===== config.mk =====
export PLATFORM = sky130hd
export DESIGN_NAME = fifo_wr_arbiter_flat
export DESIGN_NICKNAME = d
export VERILOG_FILES = /design/src/rtl/fifo_wr_arbiter_if.sv /design/src/rtl/fifo_wr_arbiter.sv /design/src/flat_wrapper.sv
export SDC_FILE = /design/constraint.sdc
export NUM_CORES = 1
export LEC_CHECK = 0
export ABC_AREA = 1
export CORE_MARGIN = 8
export CORE_UTILIZATION = 42
export CTS_CLUSTER_SIZE = 28
export DETAILED_ROUTE_END_ITERATION = 8
export PLACE_DENSITY_LB_ADDON = 0.2
export SLEW_MARGIN = 20
export SYNTH_ARGS = -nofsm -noshare
export SYNTH_HDL_FRONTEND = slang
export SYNTH_SLANG_ARGS = --single-unit

===== constraint.sdc =====
create_clock -name wclk -period 3.1 [get_ports wclk]
set_input_delay 0.62 -clock wclk [delete_from_list [all_inputs] [get_ports wclk]]
set_output_delay 0.62 -clock wclk [all_outputs]
set_load 0.02 [all_outputs]

===== src/rtl/fifo_wr_arbiter_if.sv =====
// Write-side bundle between NUM_REQ producers, the write-port arbiter and async_fifo.
// master = arbiter view, slave = producer/FIFO environment view.
interface fifo_wr_arbiter_if #(
   parameter int NUM_REQ    = 4,
   parameter int FIFO_WIDTH = 8
);
   logic [NUM_REQ-1:0]            in_valid;
   logic [NUM_REQ-1:0]            in_last;
   logic [NUM_REQ*FIFO_WIDTH-1:0] in_data;
   logic [NUM_REQ-1:0]            in_ready;
   logic                          wfull;
   logic                          winc;
   logic [FIFO_WIDTH-1:0]         wdata;
   logic [NUM_REQ-1:0]            gnt;
   logic                          busy;

   modport master (
      input  in_valid, in_last, in_data, wfull,
      output in_ready, winc, wdata, gnt, busy
   );

   modport slave (
      output in_valid, in_last, in_data, wfull,
      input  in_ready, winc, wdata, gnt, busy
   );
endinterface


===== src/rtl/fifo_wr_arbiter.sv =====
// Round-robin, packet-based arbiter sharing one async_fifo write port among NUM_REQ producers.
// Grant is held for a packet, up to MAX_BURST beats or until the owner idles for IDLE_TMO cycles.
module fifo_wr_arbiter #(
   parameter int NUM_REQ    = 4,
   parameter int FIFO_WIDTH = 8,
   parameter int MAX_BURST  = 16,
   parameter int IDLE_TMO   = 8
) (
   input logic                  wclk,
   input logic                  wrst,
   fifo_wr_arbiter_if.master    bus
);

   localparam int IDX_W = $clog2(NUM_REQ);
   localparam int CNT_W = $clog2(MAX_BURST) + 1;
   localparam int TMO_W = $clog2(IDLE_TMO) + 1;

   localparam logic [0:0] ST_IDLE = 1'b0;
   localparam logic [0:0] ST_BUSY = 1'b1;

   logic [0:0]       state_q,    state_d;
   logic [IDX_W-1:0] gidx_q,     gidx_d;
   logic [IDX_W-1:0] last_idx_q, last_idx_d;
   logic [CNT_W-1:0] beat_cnt_q, beat_cnt_d;
   logic [TMO_W-1:0] tmo_cnt_q,  tmo_cnt_d;

   logic [NUM_REQ-1:0]    grant_vec;
   logic [NUM_REQ-1:0]    ready_vec;
   logic                  accept;
   logic [FIFO_WIDTH-1:0] wdata_mux;

   // First requester after the previous owner, wrapping modulo NUM_REQ.
   function automatic logic [IDX_W-1:0] rr_pick(input logic [NUM_REQ-1:0] req,
                                                input logic [IDX_W-1:0]   last);
      logic [IDX_W-1:0] pick;
      logic             found;
      int               idx;
      pick  = last;
      found = 1'b0;
      idx   = 0;
      for (int k = 1; k <= NUM_REQ; k++) begin
         idx = (int'(last) + k) % NUM_REQ;
         if (!found && req[idx]) begin
            found = 1'b1;
            pick  = IDX_W'(idx);
         end
      end
      return pick;
   endfunction

   always_comb begin
      grant_vec = '0;
      ready_vec = '0;
      accept    = 1'b0;
      wdata_mux = '0;
      if (state_q == ST_BUSY) begin
         grant_vec = NUM_REQ'(1) << gidx_q;
         ready_vec = bus.wfull ? '0 : grant_vec;
         accept    = bus.in_valid[gidx_q] & ~bus.wfull;
         wdata_mux = bus.in_data[gidx_q*FIFO_WIDTH +: FIFO_WIDTH];
      end
   end

   assign bus.gnt      = grant_vec;
   assign bus.in_ready = ready_vec;
   assign bus.winc     = accept;
   assign bus.wdata    = wdata_mux;
   assign bus.busy     = (state_q == ST_BUSY);

   // A full FIFO freezes everything, including the idle timeout.
   always_comb begin
      state_d    = state_q;
      gidx_d     = gidx_q;
      last_idx_d = last_idx_q;
      beat_cnt_d = beat_cnt_q;
      tmo_cnt_d  = tmo_cnt_q;
      case (state_q)
         ST_IDLE: begin
            if (|bus.in_valid) begin
               gidx_d     = rr_pick(bus.in_valid, last_idx_q);
               state_d    = ST_BUSY;
               beat_cnt_d = '0;
               tmo_cnt_d  = '0;
            end
         end
         default: begin
            if (accept) begin
               beat_cnt_d = beat_cnt_q + CNT_W'(1);
               tmo_cnt_d  = '0;
               if (bus.in_last[gidx_q] || (beat_cnt_q == CNT_W'(MAX_BURST - 1))) begin
                  state_d    = ST_IDLE;
                  last_idx_d = gidx_q;
               end
            end else if (!bus.wfull) begin
               if (tmo_cnt_q == TMO_W'(IDLE_TMO - 1)) begin
                  state_d    = ST_IDLE;
                  last_idx_d = gidx_q;
               end else begin
                  tmo_cnt_d = tmo_cnt_q + TMO_W'(1);
               end
            end
         end
      endcase
   end

   always_ff @(posedge wclk or posedge wrst) begin
      if (wrst) begin
         state_q    <= ST_IDLE;
         gidx_q     <= '0;
         last_idx_q <= IDX_W'(NUM_REQ - 1);
         beat_cnt_q <= '0;
         tmo_cnt_q  <= '0;
      end else begin
         state_q    <= state_d;
         gidx_q     <= gidx_d;
         last_idx_q <= last_idx_d;
         beat_cnt_q <= beat_cnt_d;
         tmo_cnt_q  <= tmo_cnt_d;
      end
   end

endmodule


===== src/flat_wrapper.sv =====
// flat-port wrapper written by rule: the top's interface ports become plain ports
module fifo_wr_arbiter_flat 
#(
   parameter int NUM_REQ    = 4,
   parameter int FIFO_WIDTH = 8,
   parameter int MAX_BURST  = 16,
   parameter int IDLE_TMO   = 8
)
  (wclk, wrst, bus_in_valid, bus_in_last, bus_in_data, bus_wfull, bus_in_ready, bus_winc, bus_wdata, bus_gnt, bus_busy);
  fifo_wr_arbiter_if #(.NUM_REQ(NUM_REQ), .FIFO_WIDTH(FIFO_WIDTH)) bus_i ();
  input logic wclk;
  input logic wrst;
  input wire logic [$bits(bus_i.in_valid)-1:0] bus_in_valid;
  input wire logic [$bits(bus_i.in_last)-1:0] bus_in_last;
  input wire logic [$bits(bus_i.in_data)-1:0] bus_in_data;
  input wire logic [$bits(bus_i.wfull)-1:0] bus_wfull;
  output wire logic [$bits(bus_i.in_ready)-1:0] bus_in_ready;
  output wire logic [$bits(bus_i.winc)-1:0] bus_winc;
  output wire logic [$bits(bus_i.wdata)-1:0] bus_wdata;
  output wire logic [$bits(bus_i.gnt)-1:0] bus_gnt;
  output wire logic [$bits(bus_i.busy)-1:0] bus_busy;
  assign bus_i.in_valid = bus_in_valid;
  assign bus_i.in_last = bus_in_last;
  assign bus_i.in_data = bus_in_data;
  assign bus_i.wfull = bus_wfull;
  assign bus_in_ready = bus_i.in_ready;
  assign bus_winc = bus_i.winc;
  assign bus_wdata = bus_i.wdata;
  assign bus_gnt = bus_i.gnt;
  assign bus_busy = bus_i.busy;
  fifo_wr_arbiter #(.NUM_REQ(NUM_REQ), .FIFO_WIDTH(FIFO_WIDTH), .MAX_BURST(MAX_BURST), .IDLE_TMO(IDLE_TMO)) u_core (.wclk(wclk), .wrst(wrst), .bus(bus_i));
endmodule

==> results of run 1 <==
[cells by family (layout without fill, tap and decap cells)]
logic type,after synthesis,after routing,synth area share [%]
xor+xnor,2,2,1.38
fa+ha+maj,3,3,2.95
buf+inv,24,85,7.96
flops,14,14,27.7
simple gates,128,128,46.3
compound gates,28,28,13.8
[through the flow]
stage | hold slack, ps | setup WS, ps | total power [mW]
floorplan | 471 | 1190 | 1.11
global placement | 497 | 294 | 1.55
detailed placement | 498 | 280 | 1.55
CTS | 510 | 157 | 1.69
global route | 533 | 151 | 1.83
finish | 506 | 270 | 1.68
[critical path: stages]
cell and delay [ps]:
clkdlybuf4s50_1 500, nor2_1 170, inv_1 130, nor2_8 170, clkdlybuf4s50_1 620
[registers in the layout, summed over array words and instances (netlist names)]
register and flops:
u_core.tmo_cnt_q 4, u_core.gidx_q 2, u_core.beat_cnt_q 5, u_core.last_idx_q 2
u_core.bus.busy 1
[report_power, final]
| part | internal [mW] | total, mW | switching, mW |
|---|---|---|---|
| logic | 0.507 | 1.22 | 0.710 |
| registers | 0.250 | 0.335 | 0.0844 |
| clock network | 0.0715 | 0.130 | 0.0581 |
[path summary, 6_finish.rpt]
kind,slack (ps),to,startpoint,cells after the start
worst min-delay path,510,u_core.last_idx_q[1]$_DFFE_PP1P_,u_core.last_idx_q[1]$_DFFE_PP1P_,2
min in group asynchronous,680,u_core.tmo_cnt_q[3]$_DFFE_PP0P_,wrst,2
max in group asynchronous,2030,u_core.gidx_q[1]$_DFFE_PP0P_,wrst,2
worst max-delay path,270,bus_winc,bus_wfull,5
worst min register to register,510,u_core.last_idx_q[1]$_DFFE_PP1P_,u_core.last_idx_q[1]$_DFFE_PP1P_,2
worst max register to register,1270,u_core.tmo_cnt_q[3]$_DFFE_PP0P_,u_core.bus.busy$_DFF_PP0_,6
[layout make-up]
cell class	count	area, um2	area share [%]
flip-flops and latches	14	354	18.2
clock buffers	4	36.3	1.86
repair buffers	65	638	32.7
inverters	16	60.1	3.08
well taps	33	41.3	2.12
multi-input cells	161	820	42.0
[per-layer routing]
metal  track usage, %  wire length (um)  vias up
met4             3.46                29        0
met1             22.7              2130      678
met2             23.7              1660       66
met3             3.95               280        4
met5                0                 0        -
li1                 -                 -      784
[cell usage in the layout, fill, tap and decap left out]
cell             instances
nand2_1                 68
clkdlybuf4s50_1         60
nand3_1                 20
nor2_1                  17
inv_1                   14
dfrtp_1                 11
a22oi_1                  8
a31oi_1                  8
nor3_1                   7
nand2_2                  6
a21oi_1                  6
buf_4                    5
nand4_1                  3
nand3_2                  3
o21ai_1                  3
ha_1                     3
clkbuf_4                 3
inv_2                    2
dfstp_2                  2
nand3b_1                 1
nor3_2                   1
nor2_4                   1
nor2_8                   1
o21ai_0                  1
o22ai_1                  1
o2111ai_1                1
xor2_1                   1
xnor2_1                  1
clkbuf_8                 1
dfrtp_2                  1
[what timing repair did]
action,4_1_cts,5_1_grt
hold endpoints to repair,0,0
gates resized for setup,0,1
endpoints found under the setup margin,0,1
==> reports/results.tsv, run 1 <==
metric	value	unit
Nets	307	
Post-route DRC	0	
RSZ-0062 raised after global routing	no	
antenna cells	0	
class of the most critical setup path	input port to output pin	
final std cells w/o fill	293	
Starting Density	42.8	%
number of flops mapped to enable cells by yosys	0	
die footprint	5050	um2
final instance area	1950	um2
Row Count	20	
clk root buf	clkbuf_4	
vias per cell	5.23	
Filler cells	283	
PD cells	863	nW/um2
Final HPWL DP	3.19	mm
Netlist cell types	28	
fraction of registers with async set/reset	100	%
Reg clk slew, reported paths	80	ps
setup_tns	0	ps
cell count after synthesis	199	
CTS Buf Count	3	
layout cells sized above 1	10.0	%
Max Fclk	0.353	GHz
synth top area cells	dfrtp_1, nand2_1, nand3_1	
ys flop type	dfrtp_1	
leakage	0.885	nW
DR WL/cell	14.0	um
synthesized flop and latch total	14	
gr usage total	16.1	%
minimum clock period	2830	ps
Final Cycle Share	91.3	%
DP Area	1910	um2
worst min-delay path class	flop to flop	
Synth top cells by count	nand2_1, nand3_1, nor2_1	
via count	1532	
Port Buffers	60	
hold_buf cts	0	
first-pass GRT wire length	6.72	mm
Final Max Tran Viols	0	
top cell type's share of synthesized area	23.6	%
kind of end point of the critical path	output pin	
postcts setup bufs	0	
Final setup viols	0	
Final Hold Fails	0	
vias in the first global route	1359	
Setup Skew	2.26	ps
Core ar.	2980	um2
Worst VDD drop	0.459	mV
Remaining Overflow, GRT	0	
top-count cell post-synth	nand2_1	
post-synth top area cell	dfrtp_1	
Placed Instances	289	
Num Clock Sinks	14	
Final Util	65.5	%
drt initial violations	83	
Clock Latency Late Sink	280	ps
Cell Area, Synth	1270	um2
slew margin rel.	60.3	%
CP Data Required Time	2480	ps
sequential element share of the synthesized area	27.7	%
max-cap viol count	0	
synthesized net count	245	
Layout area overhead	53.0	%
number of antenna violations at the first check in global routing	0	
Crit path arrival time	2210	ps
chip width	71.1	um
Routability Congestion	0.830	
critical path launch point type	input port	
Detailed Routing Iterations Pass 1	4	
Final ANT Viol Nets	0	
status	finished clean	
H-tree lvl count	1	
Die Span Y	71.1	um
Mapped Avg Cell Area	6.40	um2
Yosys warnings	0	
final wirelength	4.10	mm
worst slew pin tran	594	ps
CTS tree	yes	
CP Max Fanout	6	
clock tree buffer depth	2	
largest net degree at the start of global routing	21	
IO Pins	61	
Power figures use the tool's default switching activity.
==> inputs of run 2 (changes only) <==
--- a/config.mk
+++ b/config.mk
@@ -11,7 +11,7 @@
 export CTS_CLUSTER_SIZE = 28
 export DETAILED_ROUTE_END_ITERATION = 8
 export PLACE_DENSITY_LB_ADDON = 0.2
-export SLEW_MARGIN = 20
+export SLEW_MARGIN = 0
 export SYNTH_ARGS = -nofsm -noshare
 export SYNTH_HDL_FRONTEND = slang
 export SYNTH_SLANG_ARGS = --single-unit
==> results of run 2 <==
No change in the layout: final DEF, timing and power equal those of run 1.
==> inputs of run 3 (changes only) <==
--- a/config.mk
+++ b/config.mk
@@ -7,7 +7,7 @@
 export LEC_CHECK = 0
 export ABC_AREA = 1
 export CORE_MARGIN = 8
-export CORE_UTILIZATION = 42
+export CORE_UTILIZATION = 44
 export CTS_CLUSTER_SIZE = 28
 export DETAILED_ROUTE_END_ITERATION = 8
 export PLACE_DENSITY_LB_ADDON = 0.2
==> run 3 against run 2 <==
Effect of this change: clock power barely moved; clock skew is 1.2 ps higher; non-clock buffer count increased by 1; cell area is 0.51% higher; count of clock-buffer cells in the layout did not move; critical path depth rose by 1; worst setup slack worse by 68 ps; sequential share of layout area fell by 0.093 points; highest routed layer unchanged.
==> reports/results.tsv, run 3 (same netlist as run 1, synthesis figures left out) <==
metric	value	unit	change
Final HPWL DP	3.35	mm	was 3.19 mm
Final ANT Viol Nets	0		unchanged
commonest cells after routing, fill and taps aside	nand2_1, clkdlybuf4s50_1, nand3_1		unchanged
Final Max Tran Viols	0		unchanged
via count	1531		was 1,532
critical path launch point type	flop		was input port
hold_buf cts	0		unchanged
clk root buf	clkbuf_4		unchanged
Nets	308		was 307
Layout area overhead	53.8	%	was 53.0%
Setup Skew	3.45	ps	was 2.26 ps
DRT met1 WL	1.84	mm	was 2.13 mm
class of the most critical setup path	flop to output pin		was input port to output pin
r2r setup slk	1270	ps	about the same
worst min-delay path class	flop to flop		unchanged
Crit path arrival time	2280	ps	was 2210 ps
DR WL/cell	14.2	um	was 14.0 um
Max Fclk	0.345	GHz	was 0.353 GHz
vias per cell	5.24		was 5.23
CP Max Fanout	14		was 6
DR top layer	met4		unchanged
CTS tree	yes		unchanged
Remaining Overflow, GRT	0		unchanged
minimum clock period	2900	ps	was 2830 ps
max reg flops	5		unchanged
worst slew pin tran	515	ps	was 594 ps
met3 wire length	332	um	was 280 um
final wirelength	4.14	mm	was 4.10 mm
RSZ-0062 raised after global routing	no		unchanged
Post-route DRC	0		unchanged
postcts setup bufs	0		unchanged
PD cells	867	nW/um2	was 863 nW/um2
Die Span Y	69.8	um	was 71.1 um
Row Count	19		was 20
Final Cycle Share	93.5	%	was 91.3%
Num Clock Sinks	14		unchanged
max-cap viol count	0		unchanged
first-pass GRT wire length	6.91	mm	was 6.72 mm
Starting Density	46.2	%	was 42.8%
Final setup viols	0		unchanged
CP Data Required Time	2480	ps	about the same
antenna cells	0		unchanged
Core ar.	2760	um2	was 2980 um2
vias in the first global route	1392		was 1,359
die footprint	4870	um2	was 5050 um2
Final Hold Fails	0		unchanged
number of antenna violations at the first check in global routing	0		unchanged
H-tree lvl count	1		unchanged
Top reg by flops	u_core.beat_cnt_q		unchanged
Worst VDD drop	0.720	mV	was 0.459 mV
Clock Latency Late Sink	280	ps	about the same
CTS Buf Count	3		unchanged
Port Buffers	60		unchanged
Routability Congestion	0.839		was 0.830
Slowest Stage Delay on Critical Path	650	ps	was 620 ps
drt initial violations	71		was 83
largest registers	u_core.beat_cnt_q x5, u_core.tmo_cnt_q x4		unchanged
crit path cell chain	inv_1 > nor2_1 > buf_4 > nand2_1 > a31oi_1 > clkdlybuf4s50_1		was clkdlybuf4s50_1 > nor2_1 > inv_1 > nor2_8 > clkdlybuf4s50_1
layout cells sized above 1	11.1	%	was 10.0%
hold depth	1		was 2
gr usage total	16.7	%	was 16.1%
slew margin rel.	65.6	%	was 60.3%
R2R Path End	u_core.tmo_cnt_q[1]$_DFFE_PP0P_		was u_core.tmo_cnt_q[3]$_DFFE_PP0P_
Worst Hold Launch	u_core.beat_cnt_q[0]$_DFFE_PP0P_		was u_core.last_idx_q[1]$_DFFE_PP1P_
IO Pins	61		unchanged
setup_tns	0	ps	unchanged
status	finished clean		unchanged
Reg clk slew, reported paths	80	ps	about the same
kind of end point of the critical path	output pin		unchanged
met2 routed WL	1.91	mm	was 1.66 mm
Detailed Routing Iterations Pass 1	4		unchanged
Final Util	71.1	%	was 65.5%
Hold Crit Endpoint	u_core.beat_cnt_q[0]$_DFFE_PP0P_		was u_core.last_idx_q[1]$_DFFE_PP1P_
clock tree buffer depth	2		unchanged
leakage	0.891	nW	was 0.885 nW
Crit-path slowest cell	clkdlybuf4s50_1		unchanged
chip width	69.8	um	was 71.1 um
reg2reg path depth	9		was 6
commonest non-fill, non-tap cell in the layout	nand2_1		unchanged
worst reg2reg startpoint	u_core.gidx_q[1]$_DFFE_PP0P_		was u_core.bus.busy$_DFF_PP0_
largest net degree at the start of global routing	20		was 21
==> run 3: cell types whose count changed in the layout (fill, tap and decap cells not counted) <==
cell / before / now
buf_4: 5 / 6
nor2_1: 17 / 15
nor2_2: 0 / 2
==> run 3: worst max-delay path by stage <==
stage                                             from           end  slack (ps)  cells past startpoint
after global routing      u_core.gidx_q[1]$_DFFE_PP0P_  bus_wdata[4]          20                      6
after global placement                 bus_in_valid[3]      bus_winc         280                      6
after floorplan              u_core.bus.busy$_DFF_PP0_  bus_wdata[1]        1190                      4
after CTS                 u_core.gidx_q[1]$_DFFE_PP0P_      bus_winc          60                      6
final                     u_core.gidx_q[1]$_DFFE_PP0P_  bus_wdata[7]         200                      6
after detailed placement               bus_in_valid[3]      bus_winc         260                      6
==> run 3: final cells by class <==
type / instances / area, um2
clock buffers: 4 / 36.3
repair buffers: 66 / 646
flip-flops and latches: 14 / 354
fillers: 239 / 798
inverters: 16 / 60.1
multi-input cells: 161 / 825
well taps: 31 / 38.8
==> run 3: through the flow <==
stage / power [mW] / setup WS, ps / instances / area (um2) / hold WS, ps
finish: 1.70 / 202 / 292 / 1960 / 516
global route: 1.86 / 23.8 / 292 / 1960 / 544
CTS: 1.70 / 58.2 / 292 / 1950 / 515
detailed placement: 1.56 / 255 / 288 / 1920 / 500
global placement: 1.55 / 281 / 288 / 1920 / 488
floorplan: 1.11 / 1190 / 199 / 1270 / 471
==> run 3: power by group <==
group	total [mW]	internal (mW)	switching, mW	leakage [nW]
combinational	1.23	0.515	0.712	0.694
clock	0.132	0.0715	0.0600	0.0210
sequential	0.340	0.250	0.0899	0.176
total	1.70	0.837	0.862	0.891
==> run 3: critical path: cells and delay by family (launching register included) <==
kind                   cells  cell delay, ps
DFF                        1             530
buffers and inverters      3             970
and+or+nand+nor            2             350
AOI/OAI and AO/OA          1             150
==> run 3: timing repair <==
action | CTS | global route
gates resized for setup | 0 | 3
endpoints found under the setup margin | 0 | 8
hold endpoints to repair | 0 | 0
==> run 3: routing by layer <==
layer / vias to the layer above / global-route usage [%]
li1: 793 / -
met1: 676 / 21.1
met2: 56 / 27.5
met3: 6 / 4.15
met4: 0 / 4.24
met5: - / 0
